<file path="src/rtl/riscv_pkg.sv">
// Shared constants and helpers for the RISC-V front-end blocks.
package riscv_pkg;

  localparam int unsigned XLEN_DEFAULT     = 32;
  localparam logic [31:0] RESET_PC_DEFAULT = 32'h0000_0000;
  localparam logic [31:0] INST_NOP         = 32'h0000_0013;

  // Width of a counter that must hold 0..depth inclusive.
  function automatic int unsigned cnt_width(input int unsigned depth);
    return $clog2(depth + 1);
  endfunction

endpackage

</file>
<file path="src/rtl/fetch_fifo.sv">
// Synchronous FIFO of {pc, instruction} pairs; flush dominates push and pop.
module fetch_fifo
  import riscv_pkg::*;
#(
  parameter int unsigned WIDTH = 64,
  parameter int unsigned DEPTH = 2
) (
  input  logic                            clk,
  input  logic                            rst_n,
  input  logic                            push,
  input  logic [WIDTH-1:0]                push_data,
  input  logic                            pop,
  input  logic                            flush,
  output logic [WIDTH-1:0]                rd_data,
  output logic [cnt_width(DEPTH)-1:0]     count,
  output logic                            full,
  output logic                            empty
);

  localparam int unsigned PW = (DEPTH > 1) ? $clog2(DEPTH) : 1;
  localparam int unsigned CW = cnt_width(DEPTH);

  logic [WIDTH-1:0] mem_q [DEPTH];
  logic [PW-1:0]    wptr_q;
  logic [PW-1:0]    rptr_q;
  logic [CW-1:0]    count_q;
  logic             do_push;
  logic             do_pop;

  function automatic logic [PW-1:0] next_ptr(input logic [PW-1:0] p);
    return (p == PW'(DEPTH - 1)) ? '0 : p + PW'(1);
  endfunction

  assign empty   = (count_q == '0);
  assign full    = (count_q == CW'(DEPTH));
  assign count   = count_q;
  assign do_pop  = pop && !empty;
  // A push into a full FIFO is only accepted when the head leaves in the same cycle.
  assign do_push = push && (!full || do_pop);
  assign rd_data = mem_q[rptr_q];

  always_ff @(posedge clk or negedge rst_n) begin
    if (!rst_n) begin
      wptr_q  <= '0;
      rptr_q  <= '0;
      count_q <= '0;
      for (int unsigned i = 0; i < DEPTH; i++) begin
        mem_q[i] <= '0;
      end
    end else if (flush) begin
      wptr_q  <= '0;
      rptr_q  <= '0;
      count_q <= '0;
    end else begin
      if (do_push) begin
        mem_q[wptr_q] <= push_data;
        wptr_q        <= next_ptr(wptr_q);
      end
      if (do_pop) begin
        rptr_q <= next_ptr(rptr_q);
      end
      count_q <= count_q + CW'(do_push) - CW'(do_pop);
    end
  end

endmodule

</file>
<file path="src/rtl/instruction_fetch.sv">
// Fetch stage: owns the PC, issues credit-limited in-order reads and buffers
// {pc, instruction} pairs for decode; redirects discard all stale data.
module instruction_fetch
  import riscv_pkg::*;
#(
  parameter int unsigned     XLEN     = XLEN_DEFAULT,
  parameter logic [XLEN-1:0] RESET_PC = XLEN'(RESET_PC_DEFAULT),
  parameter int unsigned     DEPTH    = 2
) (
  input  logic            clk,
  input  logic            rst_n,
  input  logic            redirect_valid,
  input  logic [XLEN-1:0] redirect_pc,
  output logic            imem_req_valid,
  input  logic            imem_req_ready,
  output logic [XLEN-1:0] imem_req_addr,
  input  logic            imem_resp_valid,
  input  logic [XLEN-1:0] imem_resp_data,
  output logic            inst_valid,
  input  logic            inst_ready,
  output logic [XLEN-1:0] inst_data,
  output logic [XLEN-1:0] inst_pc
);

  localparam int unsigned CW = cnt_width(DEPTH);
  localparam int unsigned TW = CW + 2;

  logic [XLEN-1:0]   pc_q, pc_d;
  logic [XLEN-1:0]   resp_pc_q, resp_pc_d;
  logic [XLEN-1:0]   redirect_base;
  logic [CW-1:0]     in_flight_q, in_flight_d;
  logic [CW-1:0]     drop_cnt_q, drop_cnt_d;
  logic [CW-1:0]     fifo_count;
  logic [TW-1:0]     occupancy;
  logic              req_fire;
  logic              resp_legal;
  logic              resp_push;
  logic              resp_drop;
  logic              fifo_full;
  logic              fifo_empty;
  logic [2*XLEN-1:0] fifo_head;

  assign redirect_base = redirect_pc & ~XLEN'(3);

  // Every slot is either requested, owed as a drop, or buffered: never over-issue.
  assign occupancy      = TW'(in_flight_q) + TW'(drop_cnt_q) + TW'(fifo_count);
  assign imem_req_valid = rst_n && (occupancy < TW'(DEPTH)) && !redirect_valid;
  assign imem_req_addr  = pc_q;
  assign req_fire       = imem_req_valid && imem_req_ready;

  assign resp_legal = imem_resp_valid && ((in_flight_q != '0) || (drop_cnt_q != '0));
  assign resp_drop  = resp_legal && (drop_cnt_q != '0);
  assign resp_push  = resp_legal && (drop_cnt_q == '0) && !redirect_valid;

  always_comb begin
    pc_d        = pc_q;
    resp_pc_d   = resp_pc_q;
    in_flight_d = in_flight_q;
    drop_cnt_d  = drop_cnt_q;
    if (redirect_valid) begin
      pc_d        = redirect_base;
      resp_pc_d   = redirect_base;
      in_flight_d = '0;
      // Outstanding requests become drops, minus a response retired this cycle.
      drop_cnt_d  = drop_cnt_q + in_flight_q - CW'(resp_legal);
    end else begin
      if (req_fire) begin
        pc_d = pc_q + XLEN'(4);
      end
      if (resp_push) begin
        resp_pc_d = resp_pc_q + XLEN'(4);
      end
      in_flight_d = in_flight_q + CW'(req_fire) - CW'(resp_push);
      drop_cnt_d  = drop_cnt_q - CW'(resp_drop);
    end
  end

  always_ff @(posedge clk or negedge rst_n) begin
    if (!rst_n) begin
      pc_q        <= RESET_PC;
      resp_pc_q   <= RESET_PC;
      in_flight_q <= '0;
      drop_cnt_q  <= '0;
    end else begin
      pc_q        <= pc_d;
      resp_pc_q   <= resp_pc_d;
      in_flight_q <= in_flight_d;
      drop_cnt_q  <= drop_cnt_d;
    end
  end

  fetch_fifo #(
    .WIDTH (2 * XLEN),
    .DEPTH (DEPTH)
  ) u_fifo (
    .clk       (clk),
    .rst_n     (rst_n),
    .push      (resp_push),
    .push_data ({resp_pc_q, imem_resp_data}),
    .pop       (inst_ready),
    .flush     (redirect_valid),
    .rd_data   (fifo_head),
    .count     (fifo_count),
    .full      (fifo_full),
    .empty     (fifo_empty)
  );

  assign inst_valid = !fifo_empty;
  assign inst_pc    = fifo_head[2*XLEN-1:XLEN];
  assign inst_data  = fifo_head[XLEN-1:0];

  // Simulation-only checks: memory must not return unsolicited data, and the
  // credit scheme must keep the FIFO from overflowing.
  a_no_unsolicited_resp : assert property (
    @(posedge clk) disable iff (!rst_n) imem_resp_valid |-> resp_legal);
  a_no_fifo_overflow : assert property (
    @(posedge clk) disable iff (!rst_n) resp_push |-> (!fifo_full || inst_ready));

endmodule

</file>
<file path="config.mk">
export PLATFORM = sky130hd
export DESIGN_NAME = instruction_fetch
export DESIGN_NICKNAME = d
export VERILOG_FILES = /design/src/rtl/riscv_pkg.sv /design/src/rtl/fetch_fifo.sv /design/src/rtl/instruction_fetch.sv
export SDC_FILE = /design/constraint.sdc
export NUM_CORES = 1
export LEC_CHECK = 0
export CORE_MARGIN = 2
export CORE_UTILIZATION = 55
export CTS_BUF_LIST = sky130_fd_sc_hd__clkbuf_4
export DETAILED_ROUTE_END_ITERATION = 10
export PLACE_DENSITY = 0.83
export RECOVER_POWER = 50
export SLEW_MARGIN = 30
export SYNTH_ARGS = -nofsm -noshare
export SYNTH_HDL_FRONTEND = slang
export SYNTH_SLANG_ARGS = --single-unit
export TNS_END_PERCENT = 10
</file>
<file path="constraint.sdc">
create_clock -name clk -period 3.4 [get_ports clk]
set_input_delay 0.34 -clock clk [delete_from_list [all_inputs] [get_ports clk]]
set_output_delay 0.34 -clock clk [all_outputs]
set_load 0.01 [all_outputs]
</file>
# ---- Yosys cells after proc, flatten, opt, wreduce, memory -nomap -nowiden
# Cells that the tools add are included.
dict set report op_classes {
  addsub 13
  n_lt_le_gt_ge 4
  eq_ne 1
  muxes 19
  n_bitwise 3
  n_reduce_logical 24
}
# operator count
set op_table {}
lappend op_table {{$mux 64} 4}
lappend op_table {{$bwmux 128} 1}
lappend op_table {{$mux 32} 4}
lappend op_table {{$add 32x3->32 const B} 2}
lappend op_table {{$demux 64 s1} 1}
lappend op_table {{$reduce_bool 2->1} 6}
lappend op_table {{$logic_and 1x1->1} 10}
lappend op_table {{$sub 2x1->2} 4}
lappend op_table {{$mux 1} 6}
lappend op_table {{$mux 2} 3}
lappend op_table {{$add 2x1->2} 2}
lappend op_table {{$add 3x2->4} 1}
lappend op_table {{$ge 2x2->1 const B} 2}
lappend op_table {{$logic_not 2->1} 2}
lappend op_table {{$lt 4x2->1 const B} 1}
lappend op_table {{$not 1->2} 2}
lappend op_table {{$add 2x2->3} 1}
lappend op_table {{$logic_not 1->1} 3}
lappend op_table {{$add 1x1->1 const B} 2}
lappend op_table {{$add 2x2->2} 1}
lappend op_table {{$eq 2x2->1 const B} 1}
lappend op_table {{$logic_or 1x1->1} 2}
lappend op_table {{$lt 2x1->1 const B} 1}
lappend op_table {{$reduce_and 2->1} 1}
lappend op_table {{$not 1->1} 1}
dict set report totals {
  ff_bits 200
  inputBits 70
  out_inout_bits 98
  word_cells 73
}

# ---- Logic depth before layout (Yosys ltp)
# Gate-level depths: netlist of run 1.
dict set report logic_depth {
  ltp_word 9
  mapped_depth 15
  depth_no_buf 13
}

# ---- By module
# From an unflattened synthesis of run 1, not the netlist that was laid out.
dict set report hier_totals {
  hier_cells 785
  area_unflattened_um2 9834.4
}
# module n_inst cells_per_inst area_per_inst_um2 seq_area_each_um2
set by_module_without_submodules {}
lappend by_module_without_submodules {fetch_fifo 1 365 5979.5 3303.2}
lappend by_module_without_submodules {instruction_fetch 1 420 3854.9 1601.5}

# ---- Worst setup path after synthesis of run 1
# No wires, ideal clock.
dict set report synth_timing {
  kind {reg-to-reg}
  startpoint {register drop_cnt_q[1]}
  endpoint {register in_flight_q[1]}
  t_arrival_ps 3008
  slack_ps 260
  stages_incl_launch_ff 16
  path_buffers 2
  synth_period_minus_slack_ps 3140
  path_cell_list {dfrtp_1 -> inv_1 -> fa_1 -> inv_1 -> ha_1 -> nor4b_1 -> and3_1 -> inv_2 -> clkbuf_1 -> clkbuf_1 -> ha_1 -> inv_1 -> ha_1 -> xnor2_1 -> xnor2_1 -> nor2_1}
}
dict set report synth_via {
  elab_chain_cells 9
}
# element line_no
set synth_lines {}
lappend synth_lines {{start, declared} instruction_fetch.sv:32} ;# logic [CW-1:0] drop_cnt_q, drop_cnt_d;
lappend synth_lines {{start signal, assigned} instruction_fetch.sv:88} ;# drop_cnt_q <= drop_cnt_d;
lappend synth_lines {{$add 2x2->3} instruction_fetch.sv:46} ;# assign occupancy = TW'(in_flight_q) + TW'(drop_cnt_q) + TW'(fifo_count);
lappend synth_lines {{$add 3x2->4} instruction_fetch.sv:46}
lappend synth_lines {{$lt 4x2->1} instruction_fetch.sv:47} ;# assign imem_req_valid = rst_n && (occupancy < TW'(DEPTH)) && !redirect_valid;
lappend synth_lines {{$logic_and 1x1->1 (2 in series)} instruction_fetch.sv:47}
lappend synth_lines {{$logic_and 1x1->1} instruction_fetch.sv:49} ;# assign req_fire = imem_req_valid && imem_req_ready;
lappend synth_lines {{$add 2x1->2} instruction_fetch.sv:73} ;# in_flight_d = in_flight_q + CW'(req_fire) - CW'(resp_push);
lappend synth_lines {{$sub 2x1->2 *} instruction_fetch.sv:73}
lappend synth_lines {{$mux 2 *} instruction_fetch.sv:60} ;# if (redirect_valid) begin
lappend synth_lines {{named net in_flight_d[1]} instruction_fetch.sv:31} ;# logic [CW-1:0] in_flight_q, in_flight_d;
lappend synth_lines {{end signal, assigned} instruction_fetch.sv:87} ;# in_flight_q <= in_flight_d;
lappend synth_lines {{end, declared} instruction_fetch.sv:31}
# Mark *: on every way through the listed nets, which the timed path passes. The rest lies on a longest branch.
# A chain may end at the register's enable or synchronous reset.

# ---- Worst setup path in the final report of run 1
dict set report layout_timing {
  startpoint {register in_flight_q[1]}
  endpoint {register pc_q[19], in the netlist imem_req_addr[19]}
}
dict set report layout_via {
  elab_chain_cells 7
}
# element line_no
set layout_lines {}
lappend layout_lines {{$add 2x2->3} instruction_fetch.sv:46}
lappend layout_lines {{$add 3x2->4} instruction_fetch.sv:46}
lappend layout_lines {{$lt 4x2->1} instruction_fetch.sv:47}
lappend layout_lines {{$logic_and 1x1->1 (2 in series)} instruction_fetch.sv:47}
lappend layout_lines {{$logic_and 1x1->1} instruction_fetch.sv:49}
lappend layout_lines {{$reduce_bool 2->1 (no source line)} -}
lappend layout_lines {{end signal, assigned} instruction_fetch.sv:85} ;# pc_q <= pc_d;
lappend layout_lines {{end, declared} instruction_fetch.sv:28} ;# logic [XLEN-1:0] pc_q, pc_d;
# Every way passes these cells.

==> reports/qor.yml, run 1 <==
path_clk_slew_ns: 0.15
pwr_density_cell_nw_per_um2: 540
synth_edf_count: 0
skew_ns: 0.0234
clk_latency_ns: 0.55
cts_tree: "built"
start_kind: "flip-flop"
ys_top_cells_by_area: "dfrtp_1 51%, mux2_2 22%, xnor2_1 2.7%"
fmax_mhz: 326
dpl.hpwl_mm: 14.7
num_vias: 6823
worst-slew-pin-transition_ns: 1.48
postLayoutCellArea_um2: 11500
p_switching_mw: 1.88
rows: 47
io_pins: 168
core_um2: 16700
avgSynthCellArea_um2: 12.0
ys_ff_latch: 192
rsz0062_at_grt: "false"
maxSlewViolCount: 0
leakage_nw: 5.22
p_sw_share_pct: 30.2
hp-class: "primary input to flip-flop"
grt_max_degree: 136
ant_nets: 0
yosysWarnings: 0
numPortBuffers: 161
synth_top_cell_by_area: "dfrtp_1"
timing.hold.ws_ns: 0.351
place_area_um2: 11200
layout-drive-gt1-share_pct: 25.3
internal-power_mw: 4.35
final_core_util_pct: 69.1
clock-sinks: 192
cp.arrival_ns: 3.52
combPwrFrac_pct: 31.8
power_frac_clock_pct: 21.6
ys_types: 52
seq_area_frac_synth_pct: 50.8
grt_antenna_before_repair: 0
cts_buffer_depth: 2
fin_setup_tns_ns: 0
synth.cell_area_um2: 9450
cts_buffers: 17
path_max_fanout: 19
drv_cap: 0
fillCellCount: 1243
grt_first_pass_wirelength_mm: 34.6
gp_congestion: 0.867
drt_pass1_iterations: 5
grt_pass1_vias: 6788
irDropWorstVdd_uv: 253
drt_iter0_drc: 403
seqPwrFrac_pct: 46.6
setup.worst_path.end_class: "flip-flop"
grt.total_usage_pct: 24.1
start_util_pct: 56.6
fin_crit_ns: 3.07
cts.htree.levels: 4
overflow: 0
wl_per_cell_um: 18.2
die_area_um2: 18200
avgViaCountPerCell: 5.81
final_nets: 1025
setup_viol: 0
timing.final.hold_violations: 0
synthCells: 787
path_class: "flip-flop to flip-flop"
clockRootBuffer: "clkbuf_4"
yosys.area.top_type_share_pct: 50.8
fin_crit_sh_pct: 90.2
drcViolationCount: 0
slew_headroom_pct: 1.60
synth_flop_cell: "dfrtp_1"
synth-async-reset-ratio_pct: 100
syn2layout_area_growth_pct: 22.1
die_x_um: 135
crit_required_ns: 3.85
diodes: 0
status: "finished clean"
routed_wl_mm: 21.4
die_h_um: 135
power groups by stage:
stage                     clock network [mW]  logic [mW]  registers (mW)
after floorplan                            0        1.09            2.87
after global placement                     0        1.97            2.93
after detailed placement                   0        2.00            2.94
after CTS                               1.39        2.02            2.90
after global routing                    1.47        2.15            2.95
final                                   1.35        1.98            2.90
worst paths after layout:
kind | slack [ns] | to | depth (start not counted) | from
worst max register to register | 0.33 | imem_req_addr[19] | 10 | in_flight_q[1]
worst min register to register | 0.50 | u_fifo.mem_q[107] | 1 | u_fifo.mem_q[107]
min in group asynchronous | 1.05 | resp_pc_q[24] | 3 | rst_n
worst min-delay path | 0.35 | resp_pc_q[15] | 3 | redirect_pc[15]
worst max-delay path | 0.33 | imem_req_addr[19] | 10 | in_flight_q[1]
max in group asynchronous | 0.97 | u_fifo.rptr_q | 4 | rst_n
critical path, cell delays in order (launching register included):
cell and delay [ns]:
dfrtp_1 0.43, inv_1 0.10, fa_1 0.53, inv_1 0.04, ha_1 0.28, nor4b_2 0.05, and3_1 0.21, buf_4 0.21
nor2_1 0.74, o21ai_0 0.22, o311ai_0 0.15
Yosys cell counts, types with 10 or more instances:
master    count
nor3_1       11
nand3_1      36
mux2_2      186
xor2_1       10
ha_1         12
nand2_1      63
dfrtp_1     192
o211ai_1     15
o21ai_0      31
clkbuf_1     13
nand4_1      16
inv_1        17
xnor2_1      29
nor2_1       22
what timing repair did:
item                                    CTS  global route
setup buffers                             0             0
resized for setup                         1             2
endpoints found under the setup margin    1             1
hold buffers                              2             0
hold endpoints to repair                 60             0
layout by cell type (no fill, tap or decap), types with 15 or more instances in the layout:
| cell type | Yosys | layout |
|---|---|---|
| mux2_2 | 186 | 186 |
| xnor2_1 | 29 | 29 |
| inv_1 | 17 | 17 |
| o21ai_0 | 31 | 31 |
| clkdlybuf4s50_1 | 0 | 129 |
| clkbuf_4 | 0 | 17 |
| nand4_1 | 16 | 17 |
| dfrtp_1 | 192 | 191 |
| dlygate4sd3_1 | 0 | 31 |
| o211ai_1 | 15 | 15 |
| nand2_1 | 63 | 63 |
| nand3_1 | 36 | 36 |
| nor2_1 | 22 | 22 |
metal layers:
layer	global-route usage, %	part of all wire, %	wire length (um)	up-vias
met5	0	0	0	-
met3	5.78	8.0	1710	23
met4	7.35	1.1	237	0
met2	36.9	45	9700	287
li1	-	-	-	3155
met1	34.5	46	9770	3358
sequential cells by signal (all words and copies together) (netlist names):
signal	count
imem_req_addr	30
u_fifo.mem_q	124
drop_cnt_q	2
u_fifo.rptr_q	1
u_fifo.count	2
in_flight_q	2
resp_pc_q	30
u_fifo.wptr_q	1
cell families (layout without fill, tap and decap cells):
kind of cell / Yosys count / after routing / synth area share (%)
buffers and inverters: 60 / 224 / 3.27
and+or+nand+nor: 208 / 208 / 12.1
AOI/OAI and AO/OA: 83 / 83 / 5.56
adders and majority gates: 13 / 13 / 1.80
other: 1 / 4 / 0.0397
DFF: 192 / 192 / 50.8
xor gates and xnor gates: 39 / 39 / 3.61
muxes: 191 / 191 / 22.7
metrics by stage:
stage	std cells	power (mW)	worst slack, ns
2_1_floorplan	790	3.96	0.260
3_3_place_gp	1141	4.89	0.394
3_5_place_dp	1141	4.95	0.370
4_1_cts	1174	6.31	0.0592
5_1_grt	1174	6.57	0.0490
6_report	1174	6.23	0.333
cell type report:
type	count	area (um^2)	share of cell area (%)
inverter	18	67.6	0.585
timing repair buffer	175	1740	15.0
multi-input combinational	538	4340	37.6
clock inverter	14	186	1.61
clock buffer	17	128	1.11
sequential	192	4810	41.6
tap	220	275	2.38
Note: power is estimated with default switching activity, not from simulation.
==> run 2: changes to the inputs <==
CORE_UTILIZATION = 45   (was 55)
PLACE_DENSITY = 0.7   (was 0.83)
==> reports/qor.yml, run 2 (synthesis gave the netlist of run 1 again) <==
status: "finished clean"  # unchanged
leakage_nw: 5.27  # was 5.22 nW
drt_iter0_drc: 382  # was 403
start_util_pct: 45.4  # was 56.6%
final_cell_mix: "190 x dfrtp_1, 186 x mux2_2, 129 x clkdlybuf4s50_1"  # was 191 x dfrtp_1, 186 x mux2_2, 129 x clkdlybuf4s50_1
start_kind: "flip-flop"  # unchanged
path_max_fanout: 19  # unchanged
met2_usage_pct: 30.3  # was 36.9%
fmax_mhz: 321  # was 326 MHz
rsz0062_at_grt: "false"  # unchanged
postLayoutCellArea_um2: 11700  # was 11,500 um^2
setup.worst_path.end_class: "flip-flop"  # unchanged
grt_first_pass_wirelength_mm: 35.2  # was 34.6 mm
overflow: 0  # unchanged
clockRootBuffer: "clkbuf_4"  # unchanged
path_clk_slew_ns: 0.17  # was 0.15 ns
avgViaCountPerCell: 5.41  # was 5.81
numPortBuffers: 161  # unchanged
cts_tree: "built"  # unchanged
num_vias: 6692  # was 6,823
cts_buffers: 17  # unchanged
final_nets: 1030  # was 1,025
fin_crit_ns: 3.11  # was 3.07 ns
grt_pass1_vias: 6721  # was 6,788
pwr_density_cell_nw_per_um2: 536  # was 540 nW/um^2
dp_cells: 1199  # was 1,141
core_um2: 20800  # was 16,700 um^2
hp-class: "primary input to async pin"  # was primary input to flip-flop
p_sw_share_pct: 31.0  # was 30.2%
cp.arrival_ns: 3.58  # was 3.52 ns
clock-sinks: 192  # unchanged
layout.cells.non_filler: 1236  # was 1,174
io_pins: 168  # unchanged
layout-drive-gt1-share_pct: 26.3  # was 25.3%
syn2layout_area_growth_pct: 23.4  # was 22.1%
timing.final.hold_violations: 0  # unchanged
setup_viol: 0  # unchanged
ant_nets: 0  # unchanged
use_met1_pct: 29.7  # was 34.5%
maxSlewViolCount: 0  # unchanged
die_x_um: 149  # was 135 um
grt.busiest_layer: "met2"  # unchanged
seqPwrFrac_pct: 46.7  # was 46.6%
top_register: "u_fifo.mem_q"  # unchanged
drv_cap: 0  # unchanged
crit_required_ns: 3.87  # was 3.85 ns
place_area_um2: 11300  # was 11,200 um^2
fin_crit_sh_pct: 91.5  # was 90.2%
grt_max_degree: 67  # was 136
use_met3_pct: 4.22  # was 5.78%
dpl.hpwl_mm: 15.1  # was 14.7 mm
drt_pass1_iterations: 4  # was 5
die_h_um: 149  # was 135 um
fillCellCount: 1843  # was 1,243
wl_per_cell_um: 17.7  # was 18.2 um
pre_cts_ws_ns: 0.294  # was 0.370 ns
fin_setup_tns_ns: 0  # unchanged
gp_congestion: 0.840  # was 0.867
skew_ns: 0.0245  # was 0.0234 ns
slew_headroom_pct: 10.5  # was 1.60%
die_area_um2: 22200  # was 18,200 um^2
setup_ws_ns: 0.288  # was 0.333 ns
grt.total_usage_pct: 20.1  # was 24.1%
internal-power_mw: 4.31  # was 4.35 mW
grt_antenna_before_repair: 0  # unchanged
p_switching_mw: 1.94  # was 1.88 mW
rows: 53  # was 47
power_frac_clock_pct: 21.7  # was 21.6%
path_class: "flip-flop to flip-flop"  # unchanged
largest_register_ffs: 124  # unchanged
combPwrFrac_pct: 31.6  # was 31.8%
final_common_cell: "dfrtp_1"  # unchanged
drcViolationCount: 0  # unchanged
cts.htree.levels: 4  # unchanged
routed_wl_mm: 21.8  # was 21.4 mm
clk_latency_ns: 0.58  # was 0.55 ns
worst-slew-pin-transition_ns: 1.34  # was 1.48 ns
irDropWorstVdd_uv: 202  # was 253 uV
cts_buffer_depth: 2  # unchanged
==> run 2: cell types whose count changed in the layout (fill, tap and decap cells not counted), sizes merged <==
cell	previous run	this run
clkbuf	22	28
inv	22	25
clkinv	5	3
bufinv	4	3
diode	0	1
==> run 2: layout make-up <==
| class | instances | area (um^2) | share of cell area [%] |
|---|---|---|---|
| Antenna cell | 1 | 2.50 | 0.0215 |
| Clock buffer | 18 | 135 | 1.16 |
| Clock inverter | 14 | 176 | 1.51 |
| Inverter | 18 | 67.6 | 0.579 |
| Multi-Input combinational cell | 538 | 4360 | 37.4 |
| Sequential cell | 192 | 4810 | 41.2 |
| Tap cell | 275 | 344 | 2.95 |
| Timing Repair Buffer | 180 | 1770 | 15.2 |
==> run 2: timing repair <==
action | in CTS | in global routing
setup buffers | 1 | 0
resized for setup | 2 | 2
hold buffers | 2 | 0
setup endpoints to repair | 1 | 1
endpoints found under the hold margin | 45 | 0
==> run 2: power by group through the flow <==
stage | logic (mW) | registers (mW) | clock network, mW
floorplan | 1.09 | 2.87 | 0
global placement | 1.96 | 2.95 | 0
detailed placement | 1.99 | 2.96 | 0
CTS | 2.01 | 2.92 | 1.41
global route | 2.14 | 2.97 | 1.50
finish | 1.98 | 2.92 | 1.36
==> run 2: metrics by stage <==
stage / util, % / power, mW / hold WS [ns]
after global routing: 56.0 / 6.62 / 0.212
after floorplan: - / 3.96 / 0.0444
after CTS: 56.1 / 6.34 / 0.189
after global placement: 54.4 / 4.91 / 0.300
after detailed placement: 54.4 / 4.96 / 0.300
final: 56.0 / 6.25 / 0.220
==> run 2: worst max-delay path, stage by stage (launching register included) <==
cell and delay, ns:
dfrtp_2 0.45, inv_1 0.07, fa_1 0.51, inv_1 0.04, ha_1 0.31, nor4b_4 0.06, and3_1 0.23, buf_4 0.22
nor2_1 0.75, o21ai_0 0.20, o311ai_0 0.15
==> run 2: worst paths after layout <==
kind / startpoint / to / slack (ns) / cells past startpoint
max: drop_cnt_q[1] / imem_req_addr[19] / 0.29 / 10
min: rst_n / u_fifo.mem_q[5] / 0.22 / 2
max reg2reg: drop_cnt_q[1] / imem_req_addr[19] / 0.29 / 10
min reg2reg: u_fifo.mem_q[107] / u_fifo.mem_q[107] / 0.51 / 1
max in group asynchronous: rst_n / imem_req_addr[25] / 0.77 / 4
min in group clk: redirect_pc[15] / resp_pc_q[15] / 0.35 / 3
==> run 2: routing by layer <==
layer	part of all wire (%)	vias up
met5	0	-
met1	48	3270
met2	44	249
li1	-	3152
met4	1.1	0
met3	6.6	21
==> run 3: changes to the inputs <==
CAP_MARGIN = 0   (was unset)
==> results of run 3 <==
Final layout, timing and power as in run 2 (identical DEF).
